`config.mk`:
```
export PLATFORM = sky130hd
export DESIGN_NAME = des_mode_ctrl_flat
export DESIGN_NICKNAME = d
export VERILOG_FILES = /design/src/rtl/des_mode_ctrl_if.sv /design/src/rtl/des_mode_ctrl.sv /design/src/flat_wrapper.sv
export SDC_FILE = /design/constraint.sdc
export NUM_CORES = 1
export LEC_CHECK = 0
export ABC_CLOCK_PERIOD_IN_PS = 4740
export BUFFER_PORTS_ARGS = -buffer_cell sky130_fd_sc_hd__buf_4
export CAP_MARGIN = 5
export CORE_MARGIN = 2
export CORE_UTILIZATION = 55
export DETAILED_ROUTE_END_ITERATION = 8
export PLACE_DENSITY = 0.81
export SETUP_SLACK_MARGIN = 0.4
export SYNTH_ARGS = -nofsm -noshare
export SYNTH_HDL_FRONTEND = slang
export SYNTH_SLANG_ARGS = --single-unit
```
`constraint.sdc`:
```
create_clock -name clk -period 4.74 [get_ports clk]
set_input_delay 0.237 -clock clk [delete_from_list [all_inputs] [get_ports clk]]
set_output_delay 0.237 -clock clk [all_outputs]
set_load 0.02 [all_outputs]
```
`src/rtl/des_mode_ctrl_if.sv`:
```
// Bundle of the stream, IV-load, engine and debug signals of des_mode_ctrl.
// The slave modport is the controller; the master modport is its environment.
interface des_mode_ctrl_if #(
    parameter int DATA_WIDTH = 64,
    parameter int FIFO_DEPTH = 4,
    parameter int NUM_CH     = 2
);
    localparam int CH_W  = (NUM_CH > 1) ? $clog2(NUM_CH) : 1;
    localparam int LVL_W = $clog2(FIFO_DEPTH + 1);

    // Handshakes: a transfer happens on a rising edge where valid and ready are
    // both high; once raised, valid and its payload hold until that transfer.
    logic                         in_valid;
    logic                         in_ready;
    logic [DATA_WIDTH-1:0]        in_data;
    logic [CH_W-1:0]              in_ch;
    logic                         in_mode;
    logic                         in_encrypt;

    logic                         iv_load;
    logic [CH_W-1:0]              iv_ch;
    logic [DATA_WIDTH-1:0]        iv_data;

    logic                         core_start;
    logic                         core_encrypt;
    logic [DATA_WIDTH-1:0]        core_data;
    logic                         core_done;
    logic [DATA_WIDTH-1:0]        core_result;

    logic                         out_valid;
    logic                         out_ready;
    logic [DATA_WIDTH-1:0]        out_data;
    logic [CH_W-1:0]              out_ch;

    logic [LVL_W-1:0]             fifo_level;

    logic [1:0]                   dbg_state;
    logic [NUM_CH*DATA_WIDTH-1:0] dbg_iv;

    modport slave (
        input  in_valid, in_data, in_ch, in_mode, in_encrypt,
        input  iv_load, iv_ch, iv_data,
        input  core_done, core_result,
        input  out_ready,
        output in_ready, core_start, core_encrypt, core_data,
        output out_valid, out_data, out_ch, fifo_level,
        output dbg_state, dbg_iv
    );

    modport master (
        output in_valid, in_data, in_ch, in_mode, in_encrypt,
        output iv_load, iv_ch, iv_data,
        output core_done, core_result,
        output out_ready,
        input  in_ready, core_start, core_encrypt, core_data,
        input  out_valid, out_data, out_ch, fifo_level,
        input  dbg_state, dbg_iv
    );
endinterface

```
`src/rtl/des_mode_ctrl.sv`:
```
// ECB/CBC mode controller: input FIFO, per-channel chaining IVs and a
// start/done sequencer for an iterative block-cipher round engine.
module des_mode_ctrl #(
    parameter int DATA_WIDTH = 64,
    parameter int FIFO_DEPTH = 4,
    parameter int NUM_CH     = 2
) (
    input  logic           clk,
    input  logic           rst,
    des_mode_ctrl_if.slave bus
);
    localparam int CH_W  = (NUM_CH > 1) ? $clog2(NUM_CH) : 1;
    localparam int LVL_W = $clog2(FIFO_DEPTH + 1);
    localparam int PTR_W = $clog2(FIFO_DEPTH);
    localparam int ENT_W = CH_W + 2 + DATA_WIDTH;

    typedef enum logic [1:0] {
        S_IDLE  = 2'd0,
        S_ISSUE = 2'd1,
        S_WAIT  = 2'd2,
        S_OUT   = 2'd3
    } state_t;

    state_t state_q, state_d;

    logic [ENT_W-1:0]      mem_q [FIFO_DEPTH];
    logic [PTR_W-1:0]      wr_ptr_q, rd_ptr_q;
    logic [LVL_W-1:0]      level_q, level_d;
    logic                  full, empty, push, pop;

    logic [ENT_W-1:0]      head;
    logic [CH_W-1:0]       head_ch;
    logic                  head_mode, head_enc;
    logic [DATA_WIDTH-1:0] head_data;

    logic [DATA_WIDTH-1:0] work_data_q, work_iv_q;
    logic [CH_W-1:0]       work_ch_q;
    logic                  work_mode_q, work_enc_q;
    logic [DATA_WIDTH-1:0] core_data_q;
    logic                  core_enc_q;
    logic [DATA_WIDTH-1:0] out_data_q;
    logic [CH_W-1:0]       out_ch_q;
    logic [DATA_WIDTH-1:0] iv_q [NUM_CH];

    logic                  capture, chain_upd, start_o, out_valid_o;
    logic [DATA_WIDTH-1:0] chain_val, result_val;

    // ---------------- input FIFO ----------------
    assign full  = (level_q == LVL_W'(FIFO_DEPTH));
    assign empty = (level_q == '0);
    assign push  = bus.in_valid && !full;

    assign head      = mem_q[rd_ptr_q];
    assign head_ch   = head[ENT_W-1 -: CH_W];
    assign head_mode = head[DATA_WIDTH+1];
    assign head_enc  = head[DATA_WIDTH];
    assign head_data = head[DATA_WIDTH-1:0];

    always_ff @(posedge clk) begin
        if (push) begin
            mem_q[wr_ptr_q] <= {bus.in_ch, bus.in_mode, bus.in_encrypt, bus.in_data};
        end
    end

    always_comb begin
        level_d = level_q;
        if (push && !pop) begin
            level_d = level_q + 1'b1;
        end else if (pop && !push) begin
            level_d = level_q - 1'b1;
        end
    end

    always_ff @(posedge clk or negedge rst) begin
        if (!rst) begin
            wr_ptr_q <= '0;
            rd_ptr_q <= '0;
            level_q  <= '0;
        end else begin
            if (push) wr_ptr_q <= wr_ptr_q + 1'b1;
            if (pop)  rd_ptr_q <= rd_ptr_q + 1'b1;
            level_q <= level_d;
        end
    end

    // ---------------- sequencer ----------------
    always_comb begin
        state_d     = state_q;
        pop         = 1'b0;
        start_o     = 1'b0;
        out_valid_o = 1'b0;
        capture     = 1'b0;
        case (state_q)
            S_IDLE: begin
                if (!empty) begin
                    pop     = 1'b1;
                    state_d = S_ISSUE;
                end
            end
            S_ISSUE: begin
                start_o = 1'b1;
                state_d = S_WAIT;
            end
            S_WAIT: begin
                if (bus.core_done) begin
                    capture = 1'b1;
                    state_d = S_OUT;
                end
            end
            S_OUT: begin
                out_valid_o = 1'b1;
                if (bus.out_ready) state_d = S_IDLE;
            end
            default: state_d = S_IDLE;
        endcase
    end

    always_ff @(posedge clk or negedge rst) begin
        if (!rst) state_q <= S_IDLE;
        else      state_q <= state_d;
    end

    // ---------------- datapath ----------------
    // CBC decrypt un-whitens the engine output; every other case passes it through.
    assign result_val = (work_mode_q && !work_enc_q) ? (bus.core_result ^ work_iv_q)
                                                     : bus.core_result;
    assign chain_upd  = capture && work_mode_q;
    assign chain_val  = work_enc_q ? bus.core_result : work_data_q;

    always_ff @(posedge clk or negedge rst) begin
        if (!rst) begin
            work_data_q <= '0;
            work_iv_q   <= '0;
            work_ch_q   <= '0;
            work_mode_q <= 1'b0;
            work_enc_q  <= 1'b0;
            core_data_q <= '0;
            core_enc_q  <= 1'b0;
            out_data_q  <= '0;
            out_ch_q    <= '0;
        end else begin
            if (pop) begin
                work_data_q <= head_data;
                work_iv_q   <= iv_q[head_ch];
                work_ch_q   <= head_ch;
                work_mode_q <= head_mode;
                work_enc_q  <= head_enc;
                core_data_q <= (head_mode && head_enc) ? (head_data ^ iv_q[head_ch])
                                                       : head_data;
                core_enc_q  <= head_enc;
            end
            if (capture) begin
                out_data_q <= result_val;
                out_ch_q   <= work_ch_q;
            end
        end
    end

    // An explicit load overrides a chaining update to the same channel.
    always_ff @(posedge clk or negedge rst) begin
        if (!rst) begin
            for (int c = 0; c < NUM_CH; c++) iv_q[c] <= '0;
        end else begin
            for (int c = 0; c < NUM_CH; c++) begin
                if (chain_upd && (work_ch_q == CH_W'(c))) iv_q[c] <= chain_val;
                if (bus.iv_load && (bus.iv_ch == CH_W'(c))) iv_q[c] <= bus.iv_data;
            end
        end
    end

    always_comb begin
        bus.dbg_iv = '0;
        for (int c = 0; c < NUM_CH; c++) begin
            bus.dbg_iv[c*DATA_WIDTH +: DATA_WIDTH] = iv_q[c];
        end
    end

    assign bus.in_ready     = !full;
    assign bus.fifo_level   = level_q;
    assign bus.core_start   = start_o;
    assign bus.core_encrypt = core_enc_q;
    assign bus.core_data    = core_data_q;
    assign bus.out_valid    = out_valid_o;
    assign bus.out_data     = out_data_q;
    assign bus.out_ch       = out_ch_q;
    assign bus.dbg_state    = state_q;
endmodule
```
`src/flat_wrapper.sv`:
```
// flat-port wrapper written by rule: the top's interface ports become plain ports
module des_mode_ctrl_flat 
#(
    parameter int DATA_WIDTH = 64,
    parameter int FIFO_DEPTH = 4,
    parameter int NUM_CH     = 2
)
  (clk, rst, bus_in_valid, bus_in_data, bus_in_ch, bus_in_mode, bus_in_encrypt, bus_iv_load, bus_iv_ch, bus_iv_data, bus_core_done, bus_core_result, bus_out_ready, bus_in_ready, bus_core_start, bus_core_encrypt, bus_core_data, bus_out_valid, bus_out_data, bus_out_ch, bus_fifo_level, bus_dbg_state, bus_dbg_iv);
  des_mode_ctrl_if #(.DATA_WIDTH(DATA_WIDTH), .FIFO_DEPTH(FIFO_DEPTH), .NUM_CH(NUM_CH)) bus_i ();
  input  logic clk;
  input  logic rst;
  input wire logic [$bits(bus_i.in_valid)-1:0] bus_in_valid;
  input wire logic [$bits(bus_i.in_data)-1:0] bus_in_data;
  input wire logic [$bits(bus_i.in_ch)-1:0] bus_in_ch;
  input wire logic [$bits(bus_i.in_mode)-1:0] bus_in_mode;
  input wire logic [$bits(bus_i.in_encrypt)-1:0] bus_in_encrypt;
  input wire logic [$bits(bus_i.iv_load)-1:0] bus_iv_load;
  input wire logic [$bits(bus_i.iv_ch)-1:0] bus_iv_ch;
  input wire logic [$bits(bus_i.iv_data)-1:0] bus_iv_data;
  input wire logic [$bits(bus_i.core_done)-1:0] bus_core_done;
  input wire logic [$bits(bus_i.core_result)-1:0] bus_core_result;
  input wire logic [$bits(bus_i.out_ready)-1:0] bus_out_ready;
  output wire logic [$bits(bus_i.in_ready)-1:0] bus_in_ready;
  output wire logic [$bits(bus_i.core_start)-1:0] bus_core_start;
  output wire logic [$bits(bus_i.core_encrypt)-1:0] bus_core_encrypt;
  output wire logic [$bits(bus_i.core_data)-1:0] bus_core_data;
  output wire logic [$bits(bus_i.out_valid)-1:0] bus_out_valid;
  output wire logic [$bits(bus_i.out_data)-1:0] bus_out_data;
  output wire logic [$bits(bus_i.out_ch)-1:0] bus_out_ch;
  output wire logic [$bits(bus_i.fifo_level)-1:0] bus_fifo_level;
  output wire logic [$bits(bus_i.dbg_state)-1:0] bus_dbg_state;
  output wire logic [$bits(bus_i.dbg_iv)-1:0] bus_dbg_iv;
  assign bus_i.in_valid = bus_in_valid;
  assign bus_i.in_data = bus_in_data;
  assign bus_i.in_ch = bus_in_ch;
  assign bus_i.in_mode = bus_in_mode;
  assign bus_i.in_encrypt = bus_in_encrypt;
  assign bus_i.iv_load = bus_iv_load;
  assign bus_i.iv_ch = bus_iv_ch;
  assign bus_i.iv_data = bus_iv_data;
  assign bus_i.core_done = bus_core_done;
  assign bus_i.core_result = bus_core_result;
  assign bus_i.out_ready = bus_out_ready;
  assign bus_in_ready = bus_i.in_ready;
  assign bus_core_start = bus_i.core_start;
  assign bus_core_encrypt = bus_i.core_encrypt;
  assign bus_core_data = bus_i.core_data;
  assign bus_out_valid = bus_i.out_valid;
  assign bus_out_data = bus_i.out_data;
  assign bus_out_ch = bus_i.out_ch;
  assign bus_fifo_level = bus_i.fifo_level;
  assign bus_dbg_state = bus_i.dbg_state;
  assign bus_dbg_iv = bus_i.dbg_iv;
  des_mode_ctrl #(.DATA_WIDTH(DATA_WIDTH), .FIFO_DEPTH(FIFO_DEPTH), .NUM_CH(NUM_CH)) u_core (.clk(clk), .rst(rst), .bus(bus_i));
endmodule
```
==> out/results.txt, run 1 <==
HPWL after detailed placement - 50.0 mm
Clock transition at path regs - 0.06 ns
Avg Inst Size Synth - 12.4 sq um
Synth Instances - 2,284
Leakage - 15.8 nW
CTS root buffer - clkbuf_16
# Post-CTS Setup Buffers - 0
pre-CTS setup slack - 1.40 ns
library cells used by synthesis - 33
reg2reg path depth - 5
number of CTS-inserted buffers - 69
footprint of the multi-input gates - 9760 sq um
Vias/cell - 5.94
placed insts - 3,304
Crit Path Category - flop to flop
clock sinks - 665
pin count of the biggest net entering global routing - 129
Yosys warning count - 0
first-pass GRT wire length - 127 mm
worst skew pair latency - 0.60 ns
Reg area - 18,000 sq um
Final Hold Fails - 0
Initial Util - 55.4%
R2R setup slack - 1.22 ns
Power Density - 730 nW/um^2
Slew Viols, Final - 0
Reg-to-Reg Start - u_core.rd_ptr_q[0]
setup TNS - 0 ns
fillers - 3,151
clock period minus worst slack - 3.52 ns
via count - 21,621
Final setup viols - 0
Area Growth Syn to Fin - 29.7%
final std cells w/o fill - 3,639
Iter 0 DRT Violations - 2,326
RSZ-0062 raised after global routing - no
max cap viols - 0
cts repair resizes - 0
maximum vdd drop - 0.822 mV
CP arrival - 4.00 ns
Placement Rows - 83
CTS tree - done
Max FO, Critical Path - 128
Setup crit end kind - flop
Yosys reg bits - 665
DRT Pass-1 Iters - 6
final worst slack - 1.22 ns
period utilization - 74.2%
Die W - 231 um
worst hold margin - 0.0210 ns
initial antenna violation count - 12
reg2reg end - u_core.bus.core_data[13]
core area - 51,200 sq um
vias in the first global route - 21,980
total congestion overflow - 0
drt wl/cell - 22.8 um
Hold Path Class - input pin to flop
GRT Overall Usage - 30.9%
Worst setup startpoint - u_core.rd_ptr_q[0]
CTS H-tree lvls - 3
die area - 53,400 sq um
status - finished clean
fmax - 0.284 GHz
Req. time, crit path - 5.22 ns
Final nets - 3,101
Slew HR - 9.48%
# DRC - 0
Syn Std Cell Area - 28,400 sq um
Seq/Total Area, Yosys - 63.4%
Die Ht - 231 um
Port Buffers - 467
CTS max path bufs - 3
startpoint types - flop
Routed Antenna Nets - 0
drt total wl - 82.9 mm
Post-Synthesis Net Count - 2,496
crit path to - u_core.bus.core_data[13]
I/O pin count - 468
slew at the pin closest to its max-slew limit - 1.36 ns
Clock Skew - 0.0207 ns
ratio of cells with drive above 1 in the final layout - 25.4%
routability congestion estimate - 0.878
[metal layers]
metal	global-route usage, %	part of all wire [%]	vias up
met2	49.5	48	1179
met4	17.2	5.4	0
met3	5.61	7.5	307
met1	40.3	39	10803
met5	0	0	-
li1	-	-	9332
[area by class of cell]
class | instances | share of cell area, %
Clock inverter | 24 | 0.922
Antenna cell | 13 | 0.0885
Tap cell | 680 | 2.31
Clock buffer | 104 | 5.68
Multi-Input combinational cell | 1463 | 26.5
Inverter | 7 | 0.0851
Timing Repair Buffer | 683 | 15.5
Sequential cell | 665 | 48.9
[Yosys cell counts (all sizes together)]
master / count / area (sq um)
xor2: 66 / 578
mux4: 67 / 1510
nor2: 194 / 728
fa: 1 / 20.0
mux2: 67 / 754
edfxtp: 268 / 8050
dfrtp: 397 / 9930
inv: 6 / 22.5
ha: 9 / 113
a32oi: 1 / 8.76
nand3: 1 / 5.00
xnor2: 4 / 35.0
mux2i: 192 / 1920
o32a: 1 / 10.0
nor3: 1 / 5.00
nor2b: 3 / 18.8
and3: 4 / 25.0
buf: 53 / 330
or3: 64 / 400
and2: 2 / 12.5
nand2: 398 / 1490
nand2b: 1 / 6.26
a21oi: 128 / 641
a31oi: 64 / 400
o21ai: 194 / 971
clkinv: 1 / 3.75
clkbuf: 96 / 360
a221oi: 1 / 8.76
[worst max-delay path: stages, from the launching register on]
cell and delay, ns:
dfrtp_4 0.43, buf_4 0.61, mux4_2 0.65, nand2_4 0.84, o21ai_0 0.30, a31oi_1 0.32
[cell families (layout without fill, tap and decap cells)]
| group | Yosys count | in the layout | synth area share [%] |
|---|---|---|---|
| xor+xnor | 70 | 70 | 2.16 |
| buf+inv | 156 | 818 | 2.53 |
| mux | 326 | 326 | 14.8 |
| flops | 665 | 665 | 63.4 |
| other cells | 0 | 13 | 0 |
| fa+ha+maj | 10 | 10 | 0.468 |
| simple gates | 668 | 668 | 9.50 |
| compound gates | 389 | 389 | 7.19 |
[sequential cells by signal, indices dropped and copies added (netlist names), 2 cells and up]
register,count
u_core.bus.out_data,64
u_core.bus.core_data,64
u_core.bus.dbg_state,2
u_core.work_iv_q,64
u_core.wr_ptr_q,2
u_core.rd_ptr_q,2
u_core.work_data_q,64
u_core.mem_q,268
u_core.bus.fifo_level,3
u_core.bus.dbg_iv,128
[timing repair]
| item | CTS | global route |
|---|---|---|
| hold buffers | 194 | 0 |
| endpoints found under the hold margin | 544 | 0 |
| setup endpoints to repair | 0 | 0 |
[how the worst min path moves through the flow]
stage | startpoint | to | slack, ns | depth (start not counted)
3_5_place_dp | rst | u_core.bus.dbg_iv[91] | 0.35 | 1
4_1_cts | bus_core_result[9] | u_core.bus.out_data[9] | 0.0002 | 3
6_report | bus_core_result[61] | u_core.bus.out_data[61] | 0.02 | 3
3_3_place_gp | rst | u_core.bus.dbg_iv[91] | 0.31 | 1
2_1_floorplan | rst | u_core.bus.core_data[0] | -0.06 | 0
5_1_grt | bus_core_result[61] | u_core.bus.out_data[61] | 0.03 | 3
[power by group]
group | total (mW) | switching, mW | internal [mW] | leakage (nW)
registers | 9.84 | 1.60 | 8.24 | 7.11
logic | 11.3 | 6.85 | 4.42 | 7.52
clock network | 5.75 | 2.30 | 3.45 | 1.18
total | 26.9 | 10.7 | 16.1 | 15.8
[stage by stage]
step           instance area [sq um]  power, mW  utilization [%]
2_1_floorplan                  28400       16.5                -
3_3_place_gp                   32400       20.2             63.2
3_5_place_dp                   32400       20.7             63.2
4_1_cts                        36700       26.6             71.8
5_1_grt                        36800       28.2             71.8
6_report                       36800       26.9             71.8
[layout by cell type, fill, tap and decap left out, types with 2 or more instances in the layout]
cell / Yosys / routed
clkinv_2: 0 / 4
nand2_1: 398 / 396
buf_4: 1 / 483
clkbuf_1: 96 / 16
a31oi_1: 64 / 64
nor2_1: 194 / 194
xnor2_1: 4 / 4
o21ai_0: 180 / 179
a21oi_1: 128 / 128
clkbuf_8: 0 / 14
bufinv_16: 0 / 7
clkinvlp_4: 0 / 2
inv_1: 6 / 6
and3_4: 0 / 4
dlygate4sd3_1: 0 / 194
nor2b_4: 0 / 2
xor2_1: 66 / 66
clkinv_4: 0 / 2
clkbuf_16: 0 / 73
diode_2: 0 / 13
ha_1: 9 / 9
nand2_4: 0 / 2
clkinv_8: 0 / 2
buf_12: 0 / 5
clkinv_1: 1 / 3
o21ai_1: 14 / 14
mux2i_1: 192 / 192
dfrtp_1: 397 / 394
mux4_2: 67 / 66
edfxtp_1: 268 / 268
dfrtp_4: 0 / 3
inv_6: 0 / 4
mux2_2: 67 / 67
or3_1: 64 / 64
No activity file was read; power rests on OpenSTA's default activity.
==> run 2, diff against run 1 <==
--- a/config.mk
+++ b/config.mk
@@ -5,13 +5,13 @@
 export SDC_FILE = /design/constraint.sdc
 export NUM_CORES = 1
 export LEC_CHECK = 0
-export ABC_CLOCK_PERIOD_IN_PS = 4740
+export ABC_CLOCK_PERIOD_IN_PS = 3100
 export BUFFER_PORTS_ARGS = -buffer_cell sky130_fd_sc_hd__buf_4
 export CAP_MARGIN = 5
 export CORE_MARGIN = 2
-export CORE_UTILIZATION = 55
+export CORE_UTILIZATION = 51
 export DETAILED_ROUTE_END_ITERATION = 8
-export PLACE_DENSITY = 0.81
+export PLACE_DENSITY = 0.79
 export SETUP_SLACK_MARGIN = 0.4
 export SYNTH_ARGS = -nofsm -noshare
 export SYNTH_HDL_FRONTEND = slang
==> constraint.sdc (replaced) <==
create_clock -name clk -period 3.1 [get_ports clk]
set_input_delay 0.155 -clock clk [delete_from_list [all_inputs] [get_ports clk]]
set_output_delay 0.155 -clock clk [all_outputs]
set_load 0.02 [all_outputs]
==> out/results.txt, run 2 (synthesized netlist as in run 1, its figures left out) <==
Die Ht - 240 um (was 231 um)
# Post-CTS Setup Buffers - 0 (unchanged)
Layout Utilization - 67.3% (was 71.8%)
slew at the pin closest to its max-slew limit - 1.15 ns (was 1.36 ns)
total congestion overflow - 0 (unchanged)
fmax - 0.383 GHz (was 0.284 GHz)
Final Hold Fails - 0 (unchanged)
cts repair resizes - 0 (unchanged)
Initial Util - 51.5% (was 55.4%)
HPWL after detailed placement - 52.5 mm (was 50.0 mm)
critical path's top delay family - multiplexers (was simple AND/OR/NAND/NOR gates)
number of CTS-inserted buffers - 71 (was 69)
reg2reg path depth - 5 (unchanged)
Setup crit end kind - flop (unchanged)
RSZ-0062 raised after global routing - no (unchanged)
setup TNS - 0 ns (unchanged)
register with the most flip-flops - u_core.mem_q (unchanged)
Slew Viols, Final - 0 (unchanged)
I/O pin count - 468 (unchanged)
period utilization - 84.3% (was 74.2%)
Slowest Stage Delay on Critical Path - 0.82 ns (was 0.84 ns)
maximum vdd drop - 1.55 mV (was 0.822 mV)
pin count of the biggest net entering global routing - 197 (was 129)
Crit. path cell count - 5 (unchanged)
Final nets - 3,128 (was 3,101)
commonest non-fill, non-tap cells in the layout - buf_4, nand2_1, dfrtp_1 (unchanged)
max reg flops - 268 (unchanged)
critical-path cell list - mux4_4 > buf_12 > mux2i_1 > or3_1 > a31oi_1 (was buf_4 > mux4_2 > nand2_4 > o21ai_0 > a31oi_1)
worst hold margin - 0.0567 ns (was 0.0210 ns)
Crit Path Category - flop to flop (unchanged)
clock sinks - 665 (unchanged)
Final setup viols - 0 (unchanged)
worst path buffer plus inverter count - 1 (unchanged)
drt wl/cell - 22.8 um (about the same)
Die W - 240 um (was 231 um)
initial antenna violation count - 17 (was 12)
Clock Skew - 0.0104 ns (was 0.0207 ns)
Placement Rows - 86 (was 83)
Routed Antenna Nets - 0 (unchanged)
drt total wl - 85.1 mm (was 82.9 mm)
GR Util met3 - 6.89% (was 5.61%)
routability congestion estimate - 0.855 (was 0.878)
Iter 0 DRT Violations - 2,179 (was 2,326)
core area - 55,100 sq um (was 51,200 sq um)
CTS max path bufs - 3 (unchanged)
status - finished clean (unchanged)
GRT Overall Usage - 29.6% (was 30.9%)
Slew HR - 23.5% (was 9.48%)
via count - 21,662 (was 21,621)
Port Buffers - 467 (unchanged)
Area Growth Syn to Fin - 30.7% (was 29.7%)
Leakage - 15.9 nW (was 15.8 nW)
first-pass GRT wire length - 129 mm (was 127 mm)
# DRC - 0 (unchanged)
GRT met1 Usage - 37.2% (was 40.3%)
Slowest-stage cell, CP - mux4_4 (was nand2_4)
commonest non-fill, non-tap cell in the layout - buf_4 (unchanged)
busiest grt layer - met2 (unchanged)
die area - 57,500 sq um (was 53,400 sq um)
grt met2 use - 47.6% (was 49.5%)
Vias/cell - 5.80 (was 5.94)
Max FO, Critical Path - 57 (was 128)
CP arrival - 3.12 ns (was 4.00 ns)
CTS root buffer - clkbuf_16 (unchanged)
clock period minus worst slack - 2.61 ns (was 3.52 ns)
CTS H-tree lvls - 3 (unchanged)
max cap viols - 0 (unchanged)
ratio of cells with drive above 1 in the final layout - 25.5% (was 25.4%)
Power Density - 1110 nW/um^2 (was 730 nW/um^2)
Hold Path Class - input pin to async pin (was input pin to flop)
Clock transition at path regs - 0.06 ns (about the same)
Req. time, crit path - 3.61 ns (was 5.22 ns)
DRT Pass-1 Iters - 6 (unchanged)
CTS tree - done (unchanged)
total power - 41.0 mW (was 26.9 mW)
startpoint types - flop (unchanged)
worst skew pair latency - 0.61 ns (was 0.60 ns)
vias in the first global route - 22,567 (was 21,980)
[run 2: cell count changes in the layout (fill, tap and decap cells not counted), sizes merged]
cell and change:
buf +12, bufinv -3, clkinvlp -1, diode +4, inv -2, clkinv +8, dlygate4sd3 +13, clkbuf -4
[run 2: final cells by class]
cell class / count / area [sq um]
sequential: 665 / 18000
clock inverter: 26 / 233
multi-input combinational: 1463 / 9760
fill: 3788 / 18000
antenna: 17 / 42.5
timing repair buffer: 708 / 6040
clock buffer: 100 / 2030
tap: 748 / 936
inverter: 7 / 31.3
[run 2: path summary, 6_finish.rpt]
path | startpoint | to | slack, ns
setup / recovery | u_core.rd_ptr_q[0] | u_core.bus.core_data[21] | 0.49
hold / removal | rst | u_core.bus.out_data[26] | 0.06
hold reg to reg | u_core.work_data_q[28] | u_core.work_data_q[28] | 0.48
min in group clk | bus_core_done | u_core.bus.dbg_state[1] | 0.10
setup reg to reg | u_core.rd_ptr_q[0] | u_core.bus.core_data[21] | 0.49
max in group asynchronous | rst | u_core.bus.dbg_iv[31] | 2.02
[run 2: metal layers]
metal	up-vias	wire [um]
met1	10816	32700
li1	9376	-
met5	-	13
met4	2	4660
met3	325	6640
met2	1143	41100
[run 2: repair_timing]
action / in CTS / in global routing
hold endpoints to repair: 688 / 0
hold buffers: 207 / 0
endpoints found under the setup margin: 0 / 0
[run 2: worst register-to-register path: stages (launching register included)]
cell     delay, ns
dfrtp_4       0.51
mux4_4        0.82
buf_12        0.33
mux2i_1       0.26
or3_1         0.38
a31oi_1       0.22
[run 2: where the power goes]
part / switching (mW) / internal, mW / total, mW
registers: 2.30 / 12.6 / 14.9
clock network: 3.44 / 4.90 / 8.34
logic: 10.7 / 7.01 / 17.7
[run 2: per-stage QoR]
stage | cell area [sq um] | std cells | setup WS [ns]
after global routing | 37100 | 3733 | 0.389
after detailed placement | 32700 | 3384 | 0.560
after floorplan | 28400 | 2284 | 0.445
after global placement | 32700 | 3384 | 0.628
final | 37100 | 3734 | 0.488
after CTS | 37000 | 3717 | 0.528
